$ cat config.mk
export PLATFORM = sky130hd
export DESIGN_NAME = csa_mult_sequencer
export DESIGN_NICKNAME = d
export VERILOG_FILES = /design/src/rtl/mult_pkg.sv /design/src/rtl/csa_row.sv /design/src/rtl/csa_mult_sequencer.sv
export SDC_FILE = /design/constraint.sdc
export NUM_CORES = 1
export LEC_CHECK = 0
export CAP_MARGIN = 10
export CORE_MARGIN = 4
export CORE_UTILIZATION = 59
export CTS_BUF_LIST = sky130_fd_sc_hd__clkbuf_4 sky130_fd_sc_hd__clkbuf_8
export DETAILED_ROUTE_END_ITERATION = 16
export PLACE_DENSITY = 0.81
export SLEW_MARGIN = 5
export SYNTH_ARGS = -nofsm -noshare
export SYNTH_HDL_FRONTEND = slang
export SYNTH_SLANG_ARGS = --single-unit
$ cat constraint.sdc
create_clock -name clk -period 12.5 [get_ports clk]
set_input_delay 1.875 -clock clk [delete_from_list [all_inputs] [get_ports clk]]
set_output_delay 1.875 -clock clk [all_outputs]
set_load 0.005 [all_outputs]
$ cat src/rtl/mult_pkg.sv
// Shared definitions for the sequential carry-save multiplier: controller state
// encoding, handshake latency constant and the full-adder cell function.
package mult_pkg;

    typedef enum logic [1:0] {
        ST_IDLE    = 2'd0,
        ST_ACCUM   = 2'd1,
        ST_RESOLVE = 2'd2,
        ST_DONE    = 2'd3
    } state_t;

    // Edges from operand accept until out_valid is seen high at an edge.
    function automatic int unsigned MULT_SEQ_LAT(input int unsigned w);
        return w + 2;
    endfunction

    // Returns {carry, sum}.
    function automatic logic [1:0] full_add(input logic x, input logic y, input logic z);
        return {(x & y) | (x & z) | (y & z), x ^ y ^ z};
    endfunction

endpackage

$ cat src/rtl/csa_row.sv
// One row of WIDTH full-adder cells: an independent carry-save row, or, with
// chain_en set, a ripple-carry adder of x + y (z ignored, carry-in 0).
module csa_row
    import mult_pkg::*;
#(
    parameter int unsigned WIDTH = 8
) (
    input  logic [WIDTH-1:0] x,
    input  logic [WIDTH-1:0] y,
    input  logic [WIDTH-1:0] z,
    input  logic             chain_en,
    output logic [WIDTH-1:0] s,
    output logic [WIDTH-1:0] c,
    output logic             cout
);

    logic       carry;
    logic       z_eff;
    logic [1:0] fa;

    // The ripple carry is a procedural variable so the chain is not a
    // feedback through the c vector.
    always_comb begin
        s     = '0;
        c     = '0;
        carry = 1'b0;
        z_eff = 1'b0;
        fa    = '0;
        for (int unsigned j = 0; j < WIDTH; j++) begin
            z_eff = chain_en ? carry : z[j];
            fa    = full_add(x[j], y[j], z_eff);
            s[j]  = fa[0];
            c[j]  = fa[1];
            carry = fa[1];
        end
        cout = chain_en & carry;
    end

endmodule

$ cat src/rtl/csa_mult_sequencer.sv
// Sequential unsigned WIDTH x WIDTH multiplier: WIDTH carry-save accumulate
// cycles, one ripple resolve cycle, then a held result behind valid/ready.
module csa_mult_sequencer
    import mult_pkg::*;
#(
    parameter int unsigned WIDTH = 8
) (
    input  logic               clk,
    input  logic               rst,
    input  logic               in_valid,
    output logic               in_ready,
    input  logic [WIDTH-1:0]   a,
    input  logic [WIDTH-1:0]   b,
    output logic               out_valid,
    input  logic               out_ready,
    output logic [2*WIDTH-1:0] product
);

    localparam int unsigned CNT_W = $clog2(WIDTH);

    state_t             state;
    state_t             state_nxt;
    logic [CNT_W-1:0]   step;
    logic [WIDTH-1:0]   a_r;
    logic [WIDTH-1:0]   b_r;
    logic [WIDTH-1:0]   s_r;
    logic [WIDTH-1:0]   c_r;
    logic [WIDTH-1:0]   lo_r;
    logic [WIDTH-1:0]   pp;
    logic [WIDTH-1:0]   row_s;
    logic [WIDTH-1:0]   row_c;
    logic               row_cout;
    logic               chain_en;
    logic               last_step;

    assign in_ready  = (state == ST_IDLE);
    assign out_valid = (state == ST_DONE);
    assign chain_en  = (state == ST_RESOLVE);
    assign last_step = (step == CNT_W'(WIDTH - 1));
    assign pp        = b_r[step] ? a_r : '0;

    csa_row #(.WIDTH(WIDTH)) u_row (
        .x        (s_r),
        .y        (c_r),
        .z        (pp),
        .chain_en (chain_en),
        .s        (row_s),
        .c        (row_c),
        .cout     (row_cout)
    );

    always_comb begin
        state_nxt = state;
        case (state)
            ST_IDLE:    if (in_valid)  state_nxt = ST_ACCUM;
            ST_ACCUM:   if (last_step) state_nxt = ST_RESOLVE;
            ST_RESOLVE:                state_nxt = ST_DONE;
            ST_DONE:    if (out_ready) state_nxt = ST_IDLE;
            default:                   state_nxt = ST_IDLE;
        endcase
    end

    always_ff @(posedge clk or posedge rst) begin
        if (rst) begin
            state   <= ST_IDLE;
            step    <= '0;
            a_r     <= '0;
            b_r     <= '0;
            s_r     <= '0;
            c_r     <= '0;
            lo_r    <= '0;
            product <= '0;
        end else begin
            state <= state_nxt;
            case (state)
                ST_IDLE: begin
                    if (in_valid) begin
                        a_r  <= a;
                        b_r  <= b;
                        s_r  <= '0;
                        c_r  <= '0;
                        lo_r <= '0;
                        step <= '0;
                    end
                end
                // Bit 0 of the row sum is final; the rest shifts down one weight.
                ST_ACCUM: begin
                    lo_r[step] <= row_s[0];
                    s_r        <= {1'b0, row_s[WIDTH-1:1]};
                    c_r        <= row_c;
                    step       <= step + CNT_W'(1);
                end
                ST_RESOLVE: product <= {row_s, lo_r};
                default: ;
            endcase
        end
    end

endmodule
== After elaboration in Yosys (flattened, before gate mapping) ==
Index checks and enable logic that the tools add are counted.

* $lt $le $gt $ge: 2
* Mux-type cells: 24
* Reduce and logical (&&, ||, !) cells: 6
* Bitwise logic cells: 56
* $add $sub $neg: 1
* Equal/unequal tests: 7

{| class="wikitable"
|+ Operators by type and width
! cell !! count
|-
| $pmux 8 s2 || 3
|-
| $and 1x1->1 || 24
|-
| $mux 8 || 2
|-
| $or 1x1->1 || 16
|-
| $xor 1x1->1 || 16
|-
| $mux 1 || 10
|-
| $bwmux 8 || 1
|-
| $pmux 2 s4 || 1
|-
| $mux 2 || 3
|-
| $pmux 3 s2 || 1
|-
| $eq 2x2->1 const B || 2
|-
| $lt 3x4->1 const B || 1
|-
| $ne 2x2->1 const B || 2
|-
| $reduce_and 2->1 || 2
|-
| $add 3x1->3 const B || 1
|-
| $bmux 1 s3 || 1
|-
| $demux 1 s3 || 1
|-
| $eq 3x3->1 const B || 1
|-
| $ge 3x1->1 const B || 1
|-
| $mux 3 || 1
|-
| $reduce_and 3->1 || 1
|-
| $eq 2x1->1 const B || 1
|-
| $logic_not 2->1 || 1
|-
| $ne 2x1->1 const B || 1
|-
| 2 further kinds || 2
|}

* Output and inout bits: 18
* Bits of input ports: 20
* Word-level logic and storage cells: 104
* Register bits after elaboration: 61

== Depth between registers and ports, before layout ==
* Depth in word-level cells: 36
* Depth in mapped cells: 28
* Depth with buffers taken out: 27

== Modules after synthesis ==
Synthesis repeated with hierarchy kept, for this count alone.

* Cells, all modules: 224
* Area total of the unflattened synthesis: 2901.5 um2

{| class="wikitable"
|+ By module, submodules not included
! module !! times used !! seq. area each (um2) !! cells each !! area each (um2)
|-
| csa_mult_sequencer || 1 || 1501.4 || 201 || 2593.7
|-
| csa_row || 1 || 0.0 || 23 || 307.8
|}

== Worst setup path before layout ==
OpenSTA, ideal clock, no wires.

* Path kind: register -> register
* Start point: register step[2]
* End point: register product[15]
* Slack: 6.950 ns
* Period minus slack after synthesis: 5.550 ns
* Data required time: 12.375 ns
* Arrival time: 5.425 ns
* Stages on the path, launching flop included: 29
* Cell sequence: dfrtp_1 -> buf_2 -> nor2b_1 -> a32oi_1 -> o21ai_0 -> nand3_1 -> fa_1 -> nand2_1 -> o211ai_1 -> fa_1 -> nand2_1 -> o211ai_1 -> fa_1 -> nand2_1 -> o211ai_1 -> fa_1 -> nand2_1 -> o211ai_1 -> fa_1 -> nand2_1 -> o211ai_1 -> fa_1 -> nand2_1 -> o211ai_1 -> fa_1 -> nand2_1 -> o211a_1 -> ha_1 -> mux2_2

* Longest elaborated chain between the ends: 33
* Elaborated cells on any way between the ends: 40
* Those cells by class: mux (11); bitwise (29)

{| class="wikitable"
|+ RTL lines
! item !! RTL line !! source
|-
| start, declared || csa_mult_sequencer.sv:23 || <nowiki>logic [CNT_W-1:0] step;</nowiki>
|-
| start signal, assigned || csa_mult_sequencer.sv:91 || <nowiki>step <= step + CNT_W'(1);</nowiki>
|-
| $bmux 1 s3 * || csa_mult_sequencer.sv:40 || <nowiki>assign pp = b_r[step] ? a_r : '0;</nowiki>
|-
| $mux 1 (implied by the code) * || csa_mult_sequencer.sv:40 ||
|-
| $mux 8 * || csa_mult_sequencer.sv:40 ||
|-
| $mux 1 || csa_row.sv:30 || <nowiki>z_eff = chain_en ? carry : z[j];</nowiki>
|-
| $and 1x1->1 || mult_pkg.sv:19 || <nowiki>return {(x & y) | (x & z) | (y & z), x ^ y ^ z};</nowiki>
|-
| $or 1x1->1 (2 in a row) || mult_pkg.sv:19 ||
|-
| $mux 1 || csa_row.sv:30 ||
|-
| $and 1x1->1 || mult_pkg.sv:19 ||
|-
| [... 15 more ...] || - ||
|-
| $and 1x1->1 || mult_pkg.sv:19 ||
|-
| $or 1x1->1 (2 in a row) || mult_pkg.sv:19 ||
|-
| $mux 1 || csa_row.sv:30 ||
|-
| $and 1x1->1 || mult_pkg.sv:19 ||
|-
| $or 1x1->1 (2 in a row) || mult_pkg.sv:19 ||
|-
| $mux 1 * || csa_row.sv:30 ||
|-
| $xor 1x1->1 * || mult_pkg.sv:19 ||
|-
| named net row_s[7] || csa_mult_sequencer.sv:30 || <nowiki>logic [WIDTH-1:0] row_s;</nowiki>
|-
| end signal, assigned || csa_mult_sequencer.sv:93 || <nowiki>ST_RESOLVE: product <= {row_s, lo_r};</nowiki>
|-
| end, declared || csa_mult_sequencer.sv:16 || <nowiki>output logic [2*WIDTH-1:0] product</nowiki>
|}

Mark *: on every way through the listed nets, which the timed path passes. The rest lies on a longest branch. The select of a mux whose other input is x is not followed.
A chain may end at the register's enable or synchronous reset.

== Worst setup path after layout ==
* Start point: register step[0]
* End point: register product[15]

Same word-level chain as after synthesis.

==> flow_summary.ini <==
[run_status]
status = finished clean

[cts]
htree_levels = 3
cts.sinks = 60
clkLatencyLatePin_ns = 0.34
cts_tree = built
cts-root-buf = clkbuf_8
postCtsSetupBuffers = 0
cts_resized = 0
cts_buffer_depth = 2
numCtsBuffers = 9
hold_buffers = 0
clkSlewWorstSetupHoldPaths_ns = 0.06

[global_routing]
met1_usage = 0.242
grt_busiest_layer = met2
grt_usage = 0.199
globalRoute.totalOverflow = 0
grtUsageMet2 = 0.317
grt_pass1_vias = 2069
met3_usage = 0.0626
grt_pass1_wl_um = 9160
grt_max_degree = 61
antenna_found_initial = 0

[synthesis]
synth_area_um2 = 2780
synth.avg_cell_area_um2 = 11.3
synth_top_flop_cell = dfrtp_1
ys_seq_area_frac = 0.541
synth_edf_count = 0
yosysUniqueCellTypes = 36
synthCells = 245
ys_ff_latch = 60
synth-async-reset-ratio = 1.00
synthTopCellsByArea = dfrtp_1, mux2_2, fa_1, o21ai_0, nand2_1
syn-num-nets = 279
yosysTopAreaCellShare = 0.541
yosysWarnings = 0
yosysTopAreaCell = dfrtp_1

[layout]
layout.nets = 316
final_common_cell = dfrtp_1
layout-drive-gt1-share = 0.175
layout_common_cells = dfrtp_1, clkdlybuf4s50_1, mux2_2, nand2_1, o21ai_0
diodes = 0
area_growth_pct = 20.4

[die]
die_w_um = 76.6
core_area_um2 = 4440
die_area_um2 = 5870
pin_count = 38
die_y_um = 76.6
start_util = 0.624
row_count = 24

[critical_path]
cp.required_ns = 12.72
arrival_ns = 6.28
crit_fanout = 16
worstSetupEndpointType = register
crit_family = adder cells
cp.buffers_inverters = 0
crit_slowest_cell = dfrtp_1
cp_slowest_stage_delay_ns = 0.63
critPathKind = register to register
start_kind = register

[pwr]
clock_power_share = 0.180
power.density_nw_per_um2 = 257
intPower_mw = 0.536
switching_power_mw = 0.322
ir_drop_mv = 0.203
totalPowerFinal_mw = 0.857
p_seq_frac = 0.380
p_leak_nw = 1.47
switching_share = 0.375
comb_power_share = 0.440

[placed_design]
port_buffers = 37
dp_hpwl_um = 3550
place.gp.congestion = 0.859

[timing]
drv_slew = 0
relSlewSlack = 0.399
fin_setup_tns_ns = 0
rsz0062_at_grt = no
fmax_mhz = 165
hold_viol = 0
layout_min_cycle_time_ns = 6.06
fin_worst_skew_ns = 0.00609
min_period_over_period = 0.485
worstMarginPinSlew_ns = 0.901
setup_viol = 0

[route]
postRouteAntennaNets = 0
drt_first_pass_iters = 4
routed_wl_um = 5080
drt-wirelength-per-cell_um = 15.0
drc = 0
vias = 1904
drt_iter0_markers = 146
viasPerCell = 5.63

[worst_hold_path]
worstHoldPathType = register to register

[job]
drv_cap = 0
logic make-up after synthesis:
group / share of synthesized area
AO/OA/AOI/OAI: 0.145
adder cells (fa/ha/maj): 0.0821
buffers and inverters: 0.0500
flip-flops: 0.541
multiplexers: 0.110
AND/OR/NAND/NOR: 0.0721
final timing paths:
check,start,to,slack [ns],cells after the start
max in group asynchronous,rst,a_r[6]$_DFFE_PP0P_,9.94,3
worst min register to register,c_r[2]$_DFFE_PP0P_,c_r[2]$_DFFE_PP0P_,0.48,2
min in group asynchronous,rst,c_r[2]$_DFFE_PP0P_,2.07,3
worst max-delay path,step[0]$_DFFE_PP0P_,product[15]$_DFFE_PP0P_,6.44,27
worst min-delay path,c_r[2]$_DFFE_PP0P_,c_r[2]$_DFFE_PP0P_,0.48,2
worst max register to register,step[0]$_DFFE_PP0P_,product[15]$_DFFE_PP0P_,6.44,27
per-layer routing:
layer / part of all wire / up-vias
met5: 0 / -
met4: 0.027 / 0
met3: 0.048 / 13
met2: 0.47 / 51
met1: 0.45 / 923
li1: - / 917
flip-flops by register name, summed over array words and instances, names as in the netlist:
register,flops
b_r,8
state,2
product,16
lo_r,8
step,3
a_r,8
c_r,8
s_r,7
power groups by stage:
| stage | Clock (mW) | Sequential, mW | Combinational, mW |
|---|---|---|---|
| 6_report | 0.154 | 0.326 | 0.377 |
| 5_1_grt | 0.168 | 0.336 | 0.434 |
| 4_1_cts | 0.157 | 0.326 | 0.384 |
| 3_5_place_dp | 0 | 0.329 | 0.381 |
| 3_3_place_gp | 0 | 0.326 | 0.368 |
| 2_1_floorplan | 0 | 0.307 | 0.281 |
layout make-up:
class	instances	area, um^2
flip-flops and latches	60	1500
multi-input cells	151	1130
fillers	331	1100
repair buffers	39	385
clock buffers	13	166
inverters	21	78.8
well taps	52	65.1
clock inverters	2	10.0
synth_stat cells, types with 2 or more instances:
cell and instances:
nor2_1 6, nor2b_1 2, dfrtp_1 60, o21ai_0 24, nand2_1 26, buf_2 3
ha_1 7, a21oi_1 11, mux2_2 26, inv_1 20, fa_1 7, buf_1 2
nand2b_1 3, a31oi_1 2, o211ai_1 6, a22o_1 4, o21ai_1 10, clkbuf_1 7
a211oi_1 2
through the flow:
| stage | worst slack (ns) | hold WS (ns) | instances | instance area, um^2 | utilization |
|---|---|---|---|---|---|
| floorplan | 6.95 | 0.450 | 245 | 2780 | - |
| global placement | 6.68 | 0.466 | 323 | 3170 | 0.712 |
| detailed placement | 6.44 | 0.470 | 323 | 3170 | 0.712 |
| CTS | 6.43 | 0.484 | 338 | 3340 | 0.752 |
| global route | 5.92 | 0.517 | 338 | 3340 | 0.752 |
| finish | 6.44 | 0.478 | 338 | 3340 | 0.752 |
tightest hold or removal path, stage by stage, from the launching register on:
cell and delay [ns]:
dfrtp_1 0.34, nand2_1 0.04, o21ai_0 0.06
Power figures use the tool's default switching activity.
